## config.mk

```make
export PLATFORM = sky130hd
export DESIGN_NAME = audio_receiver
export DESIGN_NICKNAME = d
export VERILOG_FILES = /design/src/rtl/audio_pkg.sv /design/src/rtl/audio_clk_gen.sv /design/src/rtl/audio_receiver.sv
export SDC_FILE = /design/constraint.sdc
export NUM_CORES = 1
export LEC_CHECK = 0
export ABC_CLOCK_PERIOD_IN_PS = 2540
export CAP_MARGIN = 20
export CORE_UTILIZATION = 35
export DETAILED_ROUTE_END_ITERATION = 8
export GPL_TIMING_DRIVEN = 0
export SYNTH_ARGS = -nofsm -noshare
export SYNTH_HDL_FRONTEND = slang
export SYNTH_SLANG_ARGS = --single-unit
```

## constraint.sdc

```tcl
create_clock -name clk -period 2.54 [get_ports clk]
set_input_delay 0.508 -clock clk [delete_from_list [all_inputs] [get_ports clk]]
set_output_delay 0.508 -clock clk [all_outputs]
set_load 0.01 [all_outputs]
```

## src/rtl/audio_pkg.sv

```systemverilog
// -----------------------------------------------------------------------------
// audio_pkg
// Definitions shared by the I2S capture (audio_receiver) and playback paths.
//   DATA_W          : sample width, 16 sclk slots per channel
//   DIV_W           : width of the free-running frame divider
//   MCLK/SCLK/LRCLK_BIT : divider bits that become the I2S clocks
//   stereo_t        : one left/right sample pair
//   abs_mag()       : unsigned magnitude of a signed sample (|-32768| = 32768)
// -----------------------------------------------------------------------------
package audio_pkg;

    localparam int DATA_W    = 16;
    localparam int DIV_W     = 9;
    localparam int MCLK_BIT  = 1;
    localparam int SCLK_BIT  = 3;
    localparam int LRCLK_BIT = 8;

    typedef struct packed {
        logic [DATA_W-1:0] left;
        logic [DATA_W-1:0] right;
    } stereo_t;

    // Two's-complement magnitude as an unsigned value; the most negative
    // sample maps to 2^(DATA_W-1) without saturation.
    function automatic logic [DATA_W-1:0] abs_mag(input logic [DATA_W-1:0] s);
        logic [DATA_W-1:0] neg;
        neg = (~s) + DATA_W'(1);
        return s[DATA_W-1] ? neg : s;
    endfunction

endpackage

```

## src/rtl/audio_clk_gen.sv

```systemverilog
// -----------------------------------------------------------------------------
// audio_clk_gen
// Free-running 9-bit frame divider plus registered I2S clocks. Each clock
// output equals its divider bit in the same cycle (registered from the next
// count), so lrclk falls exactly when div_cnt wraps to 0.
// Ports:
//   clk     : system clock
//   rst     : asynchronous active-low reset (all outputs to 0)
//   div_cnt : current divider value, 0..511
//   mclk    : div_cnt[1]  (clk/4)
//   sclk    : div_cnt[3]  (clk/16)
//   lrclk   : div_cnt[8]  (clk/512, 0 = left)
// -----------------------------------------------------------------------------
module audio_clk_gen
    import audio_pkg::*;
(
    input  logic             clk,
    input  logic             rst,
    output logic [DIV_W-1:0] div_cnt,
    output logic             mclk,
    output logic             sclk,
    output logic             lrclk
);

    logic [DIV_W-1:0] div_cnt_reg;
    logic [DIV_W-1:0] div_cnt_next;
    logic             mclk_reg;
    logic             sclk_reg;
    logic             lrclk_reg;

    assign div_cnt_next = div_cnt_reg + DIV_W'(1);

    always_ff @(posedge clk or negedge rst) begin
        if (!rst) begin
            div_cnt_reg <= '0;
            mclk_reg    <= 1'b0;
            sclk_reg    <= 1'b0;
            lrclk_reg   <= 1'b0;
        end else begin
            div_cnt_reg <= div_cnt_next;
            mclk_reg    <= div_cnt_next[MCLK_BIT];
            sclk_reg    <= div_cnt_next[SCLK_BIT];
            lrclk_reg   <= div_cnt_next[LRCLK_BIT];
        end
    end

    assign div_cnt = div_cnt_reg;
    assign mclk    = mclk_reg;
    assign sclk    = sclk_reg;
    assign lrclk   = lrclk_reg;

endmodule

```

## src/rtl/audio_receiver.sv

```systemverilog
// -----------------------------------------------------------------------------
// audio_receiver
// I2S capture for a 16-bit stereo ADC. Generates mclk/sclk/lrclk from clk,
// deserialises audio_sdout (one-bit I2S delay) and hands each completed
// stereo pair to a one-entry valid/ready buffer.
// Ports:
//   clk          : system clock (100 MHz)
//   rst          : asynchronous active-low reset
//   audio_mclk   : ADC master clock, clk/4
//   audio_lrclk  : word select, 0 = left, clk/512
//   audio_sclk   : bit clock, clk/16
//   audio_sdout  : serial data from the ADC
//   audio_left   : signed left sample of the held pair
//   audio_right  : signed right sample of the held pair
//   sample_valid : a pair is held
//   sample_ready : consumer takes the pair when valid && ready
//   overrun      : sticky, a completed pair was dropped (cleared by reset)
// Optional (macro AUDIO_RX_PEAK_EN):
//   peak_clr     : zeroes both peak meters (wins over a simultaneous update)
//   peak_left    : max |left| over accepted pairs, unsigned
//   peak_right   : max |right| over accepted pairs, unsigned
// -----------------------------------------------------------------------------
module audio_receiver #(
    parameter int SAMPLE_PHASE = 12,
    parameter int DATA_W       = audio_pkg::DATA_W
) (
    input  logic              clk,
    input  logic              rst,
    output logic              audio_mclk,
    output logic              audio_lrclk,
    output logic              audio_sclk,
    input  logic              audio_sdout,
    output logic [DATA_W-1:0] audio_left,
    output logic [DATA_W-1:0] audio_right,
    output logic              sample_valid,
    input  logic              sample_ready,
    output logic              overrun
`ifdef AUDIO_RX_PEAK_EN
    ,
    input  logic              peak_clr,
    output logic [DATA_W-1:0] peak_left,
    output logic [DATA_W-1:0] peak_right
`endif
);

    import audio_pkg::*;

    logic [DIV_W-1:0]  div_cnt;
    logic              sd_q_reg;
    logic [DATA_W-1:0] shift_reg;
    logic [DATA_W-1:0] word_next;
    logic [DATA_W-1:0] left_hold_reg;
    logic              primed_reg;
    logic              primed_next;
    // msb_primed_reg[c]: primed was set when channel c's current word MSB
    // (slot 1) was captured, so that word may be delivered.
    logic [1:0]        msb_primed_reg;
    stereo_t           pair_reg;
    logic              sample_valid_reg;
    logic              overrun_reg;

    logic              capture;
    logic [3:0]        slot;
    logic              chan;
    logic              left_done;
    logic              pair_done;

    audio_clk_gen u_clk_gen (
        .clk     (clk),
        .rst     (rst),
        .div_cnt (div_cnt),
        .mclk    (audio_mclk),
        .sclk    (audio_sclk),
        .lrclk   (audio_lrclk)
    );

    assign capture   = (div_cnt[3:0] == 4'(SAMPLE_PHASE));
    assign slot      = div_cnt[7:4];
    assign chan      = div_cnt[8];
    assign word_next = {shift_reg[DATA_W-2:0], sd_q_reg};

    assign primed_next = primed_reg | (capture && (slot == 4'd1) && !chan);

    // One-bit I2S delay: the LSB of a word arrives in slot 0 of the other
    // half, so the left word completes in the right half and vice versa.
    assign left_done = capture && (slot == 4'd0) &&  chan && msb_primed_reg[0];
    assign pair_done = capture && (slot == 4'd0) && !chan && msb_primed_reg[1];

    // Deserialiser and priming.
    always_ff @(posedge clk or negedge rst) begin
        if (!rst) begin
            sd_q_reg       <= 1'b0;
            shift_reg      <= '0;
            left_hold_reg  <= '0;
            primed_reg     <= 1'b0;
            msb_primed_reg <= 2'b00;
        end else begin
            sd_q_reg   <= audio_sdout;
            primed_reg <= primed_next;
            if (capture) begin
                shift_reg <= word_next;
            end
            if (capture && (slot == 4'd1)) begin
                msb_primed_reg[chan] <= primed_next;
            end
            if (left_done) begin
                left_hold_reg <= word_next;
            end
        end
    end

    // One-entry output buffer. A pair completing while the consumer is
    // draining the previous one replaces it without a gap in valid.
    always_ff @(posedge clk or negedge rst) begin
        if (!rst) begin
            pair_reg         <= '0;
            sample_valid_reg <= 1'b0;
            overrun_reg      <= 1'b0;
        end else if (pair_done) begin
            if (!sample_valid_reg || sample_ready) begin
                pair_reg.left    <= left_hold_reg;
                pair_reg.right   <= word_next;
                sample_valid_reg <= 1'b1;
            end else begin
                overrun_reg <= 1'b1;
            end
        end else if (sample_valid_reg && sample_ready) begin
            sample_valid_reg <= 1'b0;
        end
    end

    assign audio_left   = pair_reg.left;
    assign audio_right  = pair_reg.right;
    assign sample_valid = sample_valid_reg;
    assign overrun      = overrun_reg;

`ifdef AUDIO_RX_PEAK_EN
    logic              accept;
    logic [DATA_W-1:0] chan_sample [2];

    assign accept         = sample_valid_reg && sample_ready;
    assign chan_sample[0] = pair_reg.left;
    assign chan_sample[1] = pair_reg.right;

    generate
        for (genvar gi = 0; gi < 2; gi++) begin : g_peak
            logic [DATA_W-1:0] mag;
            logic [DATA_W-1:0] peak_reg;

            assign mag = abs_mag(chan_sample[gi]);

            always_ff @(posedge clk or negedge rst) begin
                if (!rst) begin
                    peak_reg <= '0;
                end else if (peak_clr) begin
                    peak_reg <= '0;
                end else if (accept && (mag > peak_reg)) begin
                    peak_reg <= mag;
                end
            end
        end
    endgenerate

    assign peak_left  = g_peak[0].peak_reg;
    assign peak_right = g_peak[1].peak_reg;
`endif

endmodule
```

== Word level (Yosys, flattened, before mapping) ==
Index checks and enable logic that the tools add are counted.
Storage, ports and cells
  register bits: 81
  input port bits: 4
  output and inout port bits: 37
  word-level logic and storage cells: 44
Cells by class
  add/sub/neg operators: 1
  magnitude comparators: 2
  equal/unequal tests: 3
  mux-type cells: 6
  bitwise logic cells: 2
  reduce and logical (&&, ||, !) cells: 17
Operators with widths (count)
  $add 9x1->9 const B: 1
  $logic_and 1x1->1: 9
  $reduce_and 2->1: 3
  $eq 4x1->1 const B: 1
  $eq 4x4->1 const B: 1
  $logic_not 4->1: 1
  $mux 1: 4
  $bwmux 2: 1
  $logic_not 1->1: 2
  $lt 1x2->1 const B: 1
  $ne 2x1->1 const B: 1
  $reduce_bool 2->1: 1
  $demux 1 s1: 1
  $ge 1x1->1 const B: 1
  $logic_or 1x1->1: 1
  $not 1->1: 1
  $or 1x1->1: 1

== Depth between registers and ports, before layout ==
Gate-level depths: netlist (run 1).
  depth in word-level cells: 6
  gate-level depth with buffers: 7
  mapped depth without buffers: 5

== Cells and area by module ==
From an unflattened synthesis (run 1), not the netlist that was laid out.
Unflattened totals
  cell total of the unflattened synthesis: 187
  area total of the unflattened synthesis: 3208.1 um^2
By module, submodules not included
  audio_receiver: instances 1, cells an instance 156, area an instance 2827.7 um^2, sequential area each 1726.7 um^2
  audio_clk_gen: instances 1, cells an instance 31, area an instance 380.4 um^2, sequential area each 225.2 um^2

== Worst setup path before layout (run 1) ==
OpenSTA, ideal clock, no wires.
  path kind: register to register
  from: register u_clk_gen.div_cnt_reg[1] (netlist: u_clk_gen.div_cnt[1])
  to: register left_hold_reg[10]
  library setup time: 0.125 ns
  data arrival time: 1.620 ns
  required time: 2.415 ns
  slack: 0.794 ns
  cell stages (with the launch flop): 8
  buffers on the path: 2
  period minus slack after synthesis: 1.746 ns
  path through: dfrtp_1 -> inv_1 -> ha_1 -> and3_2 -> buf_6 -> nand4_4 -> buf_6 -> mux2_4
Between the ends
  cells in the longest elaborated chain, start to end: 4
Ends and longest elaborated chain
  start: declaration: RTL line audio_clk_gen.sv:25  | logic [DIV_W-1:0] div_cnt_reg;
  start signal: assignment: RTL line audio_clk_gen.sv:40  | div_cnt_reg <= div_cnt_next;
  $eq 4x4->1: RTL line audio_receiver.sv:77  | assign capture = (div_cnt[3:0] == 4'(SAMPLE_PHASE));
  $logic_and 1x1->1 (3 in a row): RTL line audio_receiver.sv:86  | assign left_done = capture && (slot == 4'd0) && chan && msb_primed_reg[0];
  end signal: assignment: RTL line audio_receiver.sv:107  | left_hold_reg <= word_next;
  end: declaration: RTL line audio_receiver.sv:52  | logic [DATA_W-1:0] left_hold_reg;
Every way passes these cells.
A chain may end at the register's enable or synchronous reset.

==> results.json, run 1 <==
{
  "insertion_delay_ns": 0.34,
  "yosysWarnings": 0,
  "drive_gt1_share_pct": 38.0,
  "finClkSkew_ns": 0.00911,
  "syn_nets": 191,
  "wl_um": 5050,
  "required_ns": 2.03,
  "first_iter_violations": 35,
  "max_freq_mhz": 506,
  "grt_remaining_overflow": 0,
  "crit_buf_inv": 1,
  "period_share_pct": 77.8,
  "crit_type": "reg2out",
  "port_buffers": 40,
  "num_io_pins": 41,
  "layout_commonest_cell": "dfrtp_1",
  "die_h_um": 97.2,
  "cts_hold_buffers": 0,
  "synth_ff_type": "dfrtp_1",
  "dp_hpwl_um": 3340,
  "netlist_area_sq_um": 3170,
  "status": "complete, no violations",
  "wl_per_cell_um": 14.4,
  "reg2reg_depth": 7,
  "start_util_pct": 36.2,
  "cts_buffer_depth": 2,
  "synthMuxAreaShare_pct": 27.4,
  "arrival_ns": 1.47,
  "path_clk_slew_ns": 0.07,
  "coreArea_sq_um": 8760,
  "via_count": 1595,
  "antenna_found_initial": 0,
  "maxSlewViolCount": 0,
  "yosys.area_share.adder_pct": 0.788,
  "die_w_um": 97.2,
  "first_pass_iters": 4,
  "n_fill_cell": 775,
  "final_cell_mix": "78 x dfrtp_1, 40 x mux2_4, 39 x clkdlybuf4s50_1, 24 x mux2_2, 12 x clkbuf_8",
  "nets": 243,
  "finalSetupViolations": 0,
  "ys_types": 25,
  "routabilityCongestion": 0.676,
  "ctsResizeCount": 0,
  "peakVddDrop_uv": 317,
  "r2r_slack_ns": 0.67,
  "viasPerCell": 4.56,
  "hold_violations": 0,
  "r2r_start": "u_clk_gen.div_cnt[1]",
  "grt_pass1_wl_um": 8920,
  "cts_tree": "built",
  "synth_top_family_by_area": "multiplexers",
  "critPathMaxFanout": 5,
  "root_buffer": "clkbuf_8",
  "cts_made_buffers": 9,
  "yosysSeqAreaShare_pct": 61.5,
  "crit_path_max_incr_delay_ns": 0.61,
  "relSlewSlack_pct": 76.6,
  "worst_path_max_delay_cell": "clkdlybuf4s50_1",
  "power_leakage_nw": 2.00,
  "syn_inst": 185,
  "fin_util_pct": 45.3,
  "cts_sinks": 78,
  "hold_path_class": "in2async",
  "yosys.area_share.simple_pct": 5.36,
  "async_flop_share_pct": 100,
  "synth_edf_count": 0,
  "post_cts_buffers": 0,
  "worst_pin_slew_ns": 0.348,
  "min_period_ns": 1.98,
  "n_antenna_cell": 0,
  "finalNonFillerCells": 350,
  "drc_errors": 0,
  "syn_avg_cell_area_sq_um": 17.2,
  "synth_seq_cells": 78,
  "critical-path-top-delay-family": "buffers and inverters",
  "powerDensity_nw_per_um2": 588,
  "maxCapViolations": 0,
  "htree_num_levels": 3,
  "dpl.cell_count": 334,
  "synth_compound_area_share_pct": 0.709,
  "ant_nets": 0,
  "endpoint_kind": "output port",
  "die_area_sq_um": 9450,
  "grt_pass1_vias": 1712,
  "crit_chain": "clkdlybuf4s50_1",
  "reg2reg_to": "left_hold_reg[9]",
  "synth_xor_area_share_pct": 1.93,
  "num_rows": 34,
  "rsz0062_at_grt": "false",
  "grt_max_degree": 61,
  "syn2layout_area_growth_pct": 25.0,
  "startpoint_type": "flip-flop",
  "grt_util_all_layers_pct": 12.3
}
[synthesized netlist by cell type, types with 3 or more instances]
| cell | count | area (sq um) |
|---|---|---|
| buf_6 | 5 | 56.3 |
| dfrtp_1 | 78 | 1950 |
| mux2_2 | 24 | 270 |
| mux2_4 | 40 | 601 |
| nand2_1 | 4 | 15.0 |
| nand3_1 | 3 | 15.0 |
| xnor2_1 | 4 | 35.0 |
| xor2_1 | 3 | 26.3 |
[through the flow]
step                      power, mW  setup TNS [ns]  setup WS (ns)  hold WS, ns  area, sq um
after detailed placement       1.31               0          0.529        0.406         3730
after floorplan                1.27               0          0.794        0.212         3170
final                          2.33               0          0.563       0.0382         3970
after global placement         1.30         -140.33          -1.80        0.434         3710
after CTS                      2.38               0          0.523       0.0222         3970
after global routing           2.44               0          0.500       0.0241         3970
[cell type report]
type | instances | area, sq um | share of cell area, %
tap | 108 | 135 | 3.40
inverter | 2 | 7.51 | 0.189
clock buffer | 13 | 169 | 4.26
clock inverter | 3 | 65.1 | 1.64
multi-input combinational | 98 | 1150 | 29.0
buffer | 7 | 65.1 | 1.64
sequential | 78 | 1950 | 49.2
timing repair buffer | 41 | 425 | 10.7
[power by group]
group | switching [mW] | internal (mW) | total (mW) | leakage, nW
Combinational | 0.0247 | 0.0102 | 0.0349 | 0.829
Sequential | 0.00291 | 1.24 | 1.25 | 1.06
Clock | 0.420 | 0.633 | 1.05 | 0.120
Total | 0.447 | 1.89 | 2.33 | 2.00
[cells by family (layout without fill, tap and decap cells)]
| group | count (synthesis) | after routing |
|---|---|---|
| DFF | 78 | 78 |
| muxes | 64 | 64 |
| and+or+nand+nor | 22 | 22 |
| adders and majority gates | 2 | 2 |
| AOI/OAI and AO/OA | 3 | 3 |
| buffers and inverters | 9 | 66 |
| xor gates and xnor gates | 7 | 7 |
[layer usage]
layer	vias to the layer above	global-route usage [%]	routed length [um]
met1	805	16.8	2520
met5	-	0	0
met3	6	4.46	165
met4	0	4.41	71
met2	31	17.9	2290
li1	753	-	-
[how the worst max path moves through the flow]
stage,from,endpoint,slack [ns],cells past startpoint
2_1_floorplan,u_clk_gen.div_cnt[1],left_hold_reg[10],0.79,7
6_report,u_clk_gen.div_cnt[8],audio_lrclk,0.56,1
3_3_place_gp,rst,u_clk_gen.div_cnt[1],-1.80,1
4_1_cts,u_clk_gen.div_cnt[8],audio_lrclk,0.52,1
5_1_grt,u_clk_gen.div_cnt[8],audio_lrclk,0.50,1
3_5_place_dp,sample_ready,audio_left[1],0.53,5
[worst register-to-register path: cells and delay by family (launching register included)]
kind / cells / cell delay [ns]
adders and majority gates: 1 / 0.14
muxes: 1 / 0.30
DFF: 1 / 0.43
buffers and inverters: 3 / 0.47
and+or+nand+nor: 2 / 0.41
Power figures use the tool's default switching activity.
==> run 2: changes to the inputs <==
- ABC_CLOCK_PERIOD_IN_PS: 2540 -> 2000
- clock period: 2.54 -> 2 ns (I/O delays scaled with it)
==> results.json, run 2 (same netlist as run 1, synthesis figures left out) <==
{
  "wl_per_cell_um": 14.4,
  "cts_tree": "built",
  "ctsResizeCount": 0,
  "viasPerCell": 4.55,
  "grt_pass1_wl_um": 8980,
  "worstSetupStartpoint": "u_clk_gen.div_cnt[1]",
  "fin_ws_ns": 0.127,
  "grt_util_all_layers_pct": 12.3,
  "dpl_cell_area_sq_um": 3730,
  "hold_path_class": "reg2reg",
  "period_share_pct": 93.7,
  "cp_common_cell": "buf_6",
  "nets": 244,
  "first_pass_iters": 4,
  "n_antenna_cell": 0,
  "relSlewSlack_pct": 76.6,
  "finalSetupViolations": 0,
  "arrival_ns": 2.09,
  "max_freq_mhz": 534,
  "die_h_um": 97.2,
  "finClkSkew_ns": 0.00909,
  "grt_max_degree": 61,
  "wl_um": 5060,
  "cts_made_buffers": 9,
  "path_clk_slew_ns": 0.08,
  "cts_sinks": 78,
  "required_ns": 2.22,
  "via_count": 1598,
  "crit_path_max_incr_delay_ns": 0.43,
  "grt_remaining_overflow": 0,
  "powerDensity_nw_per_um2": 746,
  "ant_nets": 0,
  "cts_buffer_depth": 2,
  "die_w_um": 97.2,
  "finalNonFillerCells": 351,
  "die_area_sq_um": 9450,
  "port_buffers": 40,
  "dpl.cell_count": 334,
  "critPathMaxFanout": 10,
  "power_leakage_nw": 2.01,
  "reg2reg_to": "left_hold_reg[9]",
  "maxSlewViolCount": 0,
  "dp_hpwl_um": 3340,
  "num_rows": 34,
  "reg2reg_depth": 7,
  "insertion_delay_ns": 0.34,
  "post_cts_buffers": 0,
  "crit_type": "reg2reg",
  "r2r_start": "u_clk_gen.div_cnt[1]",
  "hold_ws_ns": 0.459,
  "endpoint_kind": "flip-flop",
  "routabilityCongestion": 0.676,
  "rsz0062_at_grt": "false",
  "drive_gt1_share_pct": 37.9,
  "hold_violations": 0,
  "num_io_pins": 41,
  "worst_path_max_delay_cell": "dfrtp_1",
  "dp_slack_ns": 0.0966,
  "first_iter_violations": 35,
  "drc_errors": 0,
  "start_util_pct": 36.2,
  "layout_commonest_cell": "dfrtp_1",
  "worst_pin_slew_ns": 0.348,
  "min_period_ns": 1.87,
  "htree_num_levels": 3,
  "total_power_mw": 2.97,
  "antenna_found_initial": 0,
  "syn2layout_area_growth_pct": 25.3,
  "peakVddDrop_uv": 402,
  "maxCapViolations": 0,
  "final_cell_mix": "78 x dfrtp_1, 40 x mux2_4, 39 x clkdlybuf4s50_1, 24 x mux2_2, 12 x clkbuf_8",
  "grt_pass1_vias": 1722,
  "startpoint_type": "flip-flop",
  "status": "complete, no violations",
  "cts_hold_buffers": 1,
  "design_area_sq_um": 3980,
  "r2r_slack_ns": 0.13,
  "coreArea_sq_um": 8760,
  "crit_end": "left_hold_reg[9]",
  "crit_chain": "inv_1, ha_1, and3_2, buf_6, nand4_4, buf_6, mux2_4",
  "root_buffer": "clkbuf_8"
}
[run 2: layout make-up]
class,instances,area [sq um]
clock buffer,13,169
buffer,7,65.1
inverter,2,7.51
multi-input combinational,98,1150
clock inverter,3,65.1
timing repair buffer,42,435
tap,108,135
sequential,78,1950
fill,775,4780
[run 2: stage by stage]
step           util [%]  setup TNS, ns
2_1_floorplan         -              0
3_3_place_gp       42.3        -174.03
3_5_place_dp       42.6              0
4_1_cts            45.4              0
5_1_grt            45.4              0
6_report           45.4              0
[run 2: worst min-delay path by stage]
stage | start | to | slack [ns] | cells past startpoint
after detailed placement | rst | audio_left[8] | 0.30 | 1
after CTS | rst | audio_left[8] | 0.46 | 2
final | primed_reg | primed_reg | 0.46 | 1
after floorplan | rst | audio_left[0] | 0.10 | 0
after global routing | primed_reg | primed_reg | 0.49 | 1
after global placement | msb_primed_reg[0] | msb_primed_reg[0] | 0.43 | 1
[run 2: where the power goes]
| group | total [mW] | internal, mW | switching [mW] | leakage [nW] |
|---|---|---|---|---|
| logic | 0.0458 | 0.0143 | 0.0315 | 0.833 |
| registers | 1.58 | 1.58 | 0.00372 | 1.06 |
| clock network | 1.34 | 0.804 | 0.534 | 0.120 |
| total | 2.97 | 2.40 | 0.570 | 2.01 |
[run 2: metal layers]
metal	global-route usage (%)	vias to the layer above	wire length, um
li1	-	754	-
met1	16.8	807	2520
met2	18.1	31	2310
met3	4.46	6	165
met4	4.41	0	71
met5	0	-	0
[run 2: critical path: cells and delay by family (launching register included)]
kind / cells / cell delay, ns
flip-flops: 1 / 0.43
multiplexers: 1 / 0.30
adder cells (fa/ha/maj): 1 / 0.14
AND/OR/NAND/NOR: 2 / 0.41
buffers and inverters: 3 / 0.47
==> run 3: changes to the inputs <==
- SKIP_LAST_GASP: unset -> 1
- SLEW_MARGIN: unset -> 20
- TNS_END_PERCENT: unset -> 10
==> results.json, run 3 (same netlist as run 1, synthesis figures left out) <==
{
  "viasPerCell": 4.54,
  "hold_path_class": "reg2reg",
  "num_rows": 34,
  "maxCapViolations": 0,
  "peakVddDrop_uv": 342,
  "die_area_sq_um": 9450,
  "port_buffers": 40,
  "fin_ws_ns": 0.126,
  "coreArea_sq_um": 8760,
  "dpl.cell_count": 334,
  "antenna_found_initial": 0,
  "power_leakage_nw": 1.99,
  "r2r_start": "u_clk_gen.div_cnt[1]",
  "first_pass_iters": 4,
  "swShare_pct": 22.6,
  "cts_hold_buffers": 1,
  "crit_path_max_incr_delay_ns": 0.43,
  "p_sw_mw": 0.640,
  "htree_num_levels": 3,
  "design_area_sq_um": 3950,
  "critPathMaxFanout": 10,
  "seqPwrFrac_pct": 56.0,
  "crit_chain": "inv_1, ha_1, and3_2, buf_6, nand4_4, buf_6, mux2_4",
  "die_h_um": 97.2,
  "wl_per_cell_um": 14.3,
  "layout_commonest_cell": "dfrtp_1",
  "cts_tree": "built",
  "hold_ws_ns": 0.459,
  "grt_pass1_vias": 1700,
  "path_clk_slew_ns": 0.08,
  "via_count": 1595,
  "final_cell_mix": "78 x dfrtp_1, 40 x mux2_4, 39 x clkdlybuf4s50_1, 24 x mux2_2, 9 x clkbuf_8",
  "rsz0062_at_grt": "false",
  "ctsResizeCount": 0,
  "worst_pin_slew_ns": 0.361,
  "crit_buf_inv": 3,
  "min_period_ns": 1.87,
  "insertion_delay_ns": 0.34,
  "cp_common_cell": "buf_6",
  "n_fill_cell": 780,
  "hold_violations": 0,
  "critical-path-top-delay-family": "buffers and inverters",
  "endpoint_kind": "flip-flop",
  "period_share_pct": 93.7,
  "dpl_cell_area_sq_um": 3730,
  "clockPowerShare_pct": 42.4,
  "finalSetupViolations": 0,
  "syn2layout_area_growth_pct": 24.4,
  "num_io_pins": 41,
  "routabilityCongestion": 0.676,
  "nets": 244,
  "grt_util_all_layers_pct": 12.1,
  "powerDensity_nw_per_um2": 716,
  "finalNonFillerCells": 351,
  "maxSlewViolCount": 0,
  "grt_max_degree": 58,
  "dp_slack_ns": 0.100,
  "drc_errors": 0,
  "required_ns": 2.23,
  "grt_remaining_overflow": 0,
  "finClkSkew_ns": 0.00678,
  "startpoint_type": "flip-flop",
  "crit_type": "reg2reg",
  "worstHoldStart": "primed_reg",
  "status": "complete, no violations",
  "max_freq_mhz": 534,
  "relSlewSlack_pct": 75.9,
  "cts_buffer_depth": 2,
  "post_cts_buffers": 0,
  "ant_nets": 0,
  "grt_pass1_wl_um": 8870,
  "p_int_mw": 2.19,
  "comb_power_share_pct": 1.6,
  "cts_made_buffers": 9,
  "dp_hpwl_um": 3350,
  "n_antenna_cell": 0,
  "die_w_um": 97.2,
  "start_util_pct": 36.2,
  "cts_sinks": 78,
  "drive_gt1_share_pct": 38.3,
  "worst_path_max_delay_cell": "dfrtp_1",
  "arrival_ns": 2.11,
  "worstSetupStartpoint": "u_clk_gen.div_cnt[1]",
  "first_iter_violations": 40,
  "root_buffer": "clkbuf_8",
  "wl_um": 5020,
  "total_power_mw": 2.83
}
==> run 3: area by class of cell <==
type,instances,area [sq um],area share [%]
flip-flops and latches,78,1950,49.4
clock inverters,7,80.1,2.03
clock buffers,9,124,3.14
repair buffers,42,435,11.0
plain buffers,7,65.1,1.65
multi-input cells,98,1150,29.1
inverters,2,7.51,0.190
well taps,108,135,3.42
==> run 3: power by group through the flow <==
stage                     Combinational (mW)  Clock [mW]  Sequential, mW
after floorplan                      0.00322           0            1.61
after global placement                0.0409           0            1.62
after detailed placement              0.0474           0            1.61
after CTS                             0.0490        1.25            1.58
after global routing                  0.0541        1.32            1.58
final                                 0.0454        1.20            1.58
==> run 3: metrics by stage <==
| stage | setup TNS [ns] | utilization (%) |
|---|---|---|
| 3_5_place_dp | 0 | 42.6 |
| 6_report | 0 | 45.1 |
| 5_1_grt | 0 | 45.1 |
| 3_3_place_gp | -174.03 | 42.3 |
| 2_1_floorplan | 0 | - |
| 4_1_cts | 0 | 45.1 |
==> run 3: per-layer routing <==
metal / up-vias / global-route usage (%) / share of wire (%)
met5: - / 0 / 0
met4: 0 / 4.07 / 1.4
met3: 5 / 4.46 / 3.3
met2: 31 / 17.3 / 45
met1: 798 / 17.0 / 50
li1: 761 / - / -
==> run 3: worst paths after layout <==
| kind | to | slack [ns] | cells after the start |
|---|---|---|---|
| worst max-delay path | left_hold_reg[10] | 0.13 | 7 |
| worst min-delay path | primed_reg | 0.46 | 1 |
| worst max register to register | left_hold_reg[10] | 0.13 | 7 |
| worst min register to register | primed_reg | 0.46 | 1 |
| max in group asynchronous | audio_right[15] | 0.95 | 3 |
| min in group asynchronous | left_hold_reg[9] | 0.49 | 2 |
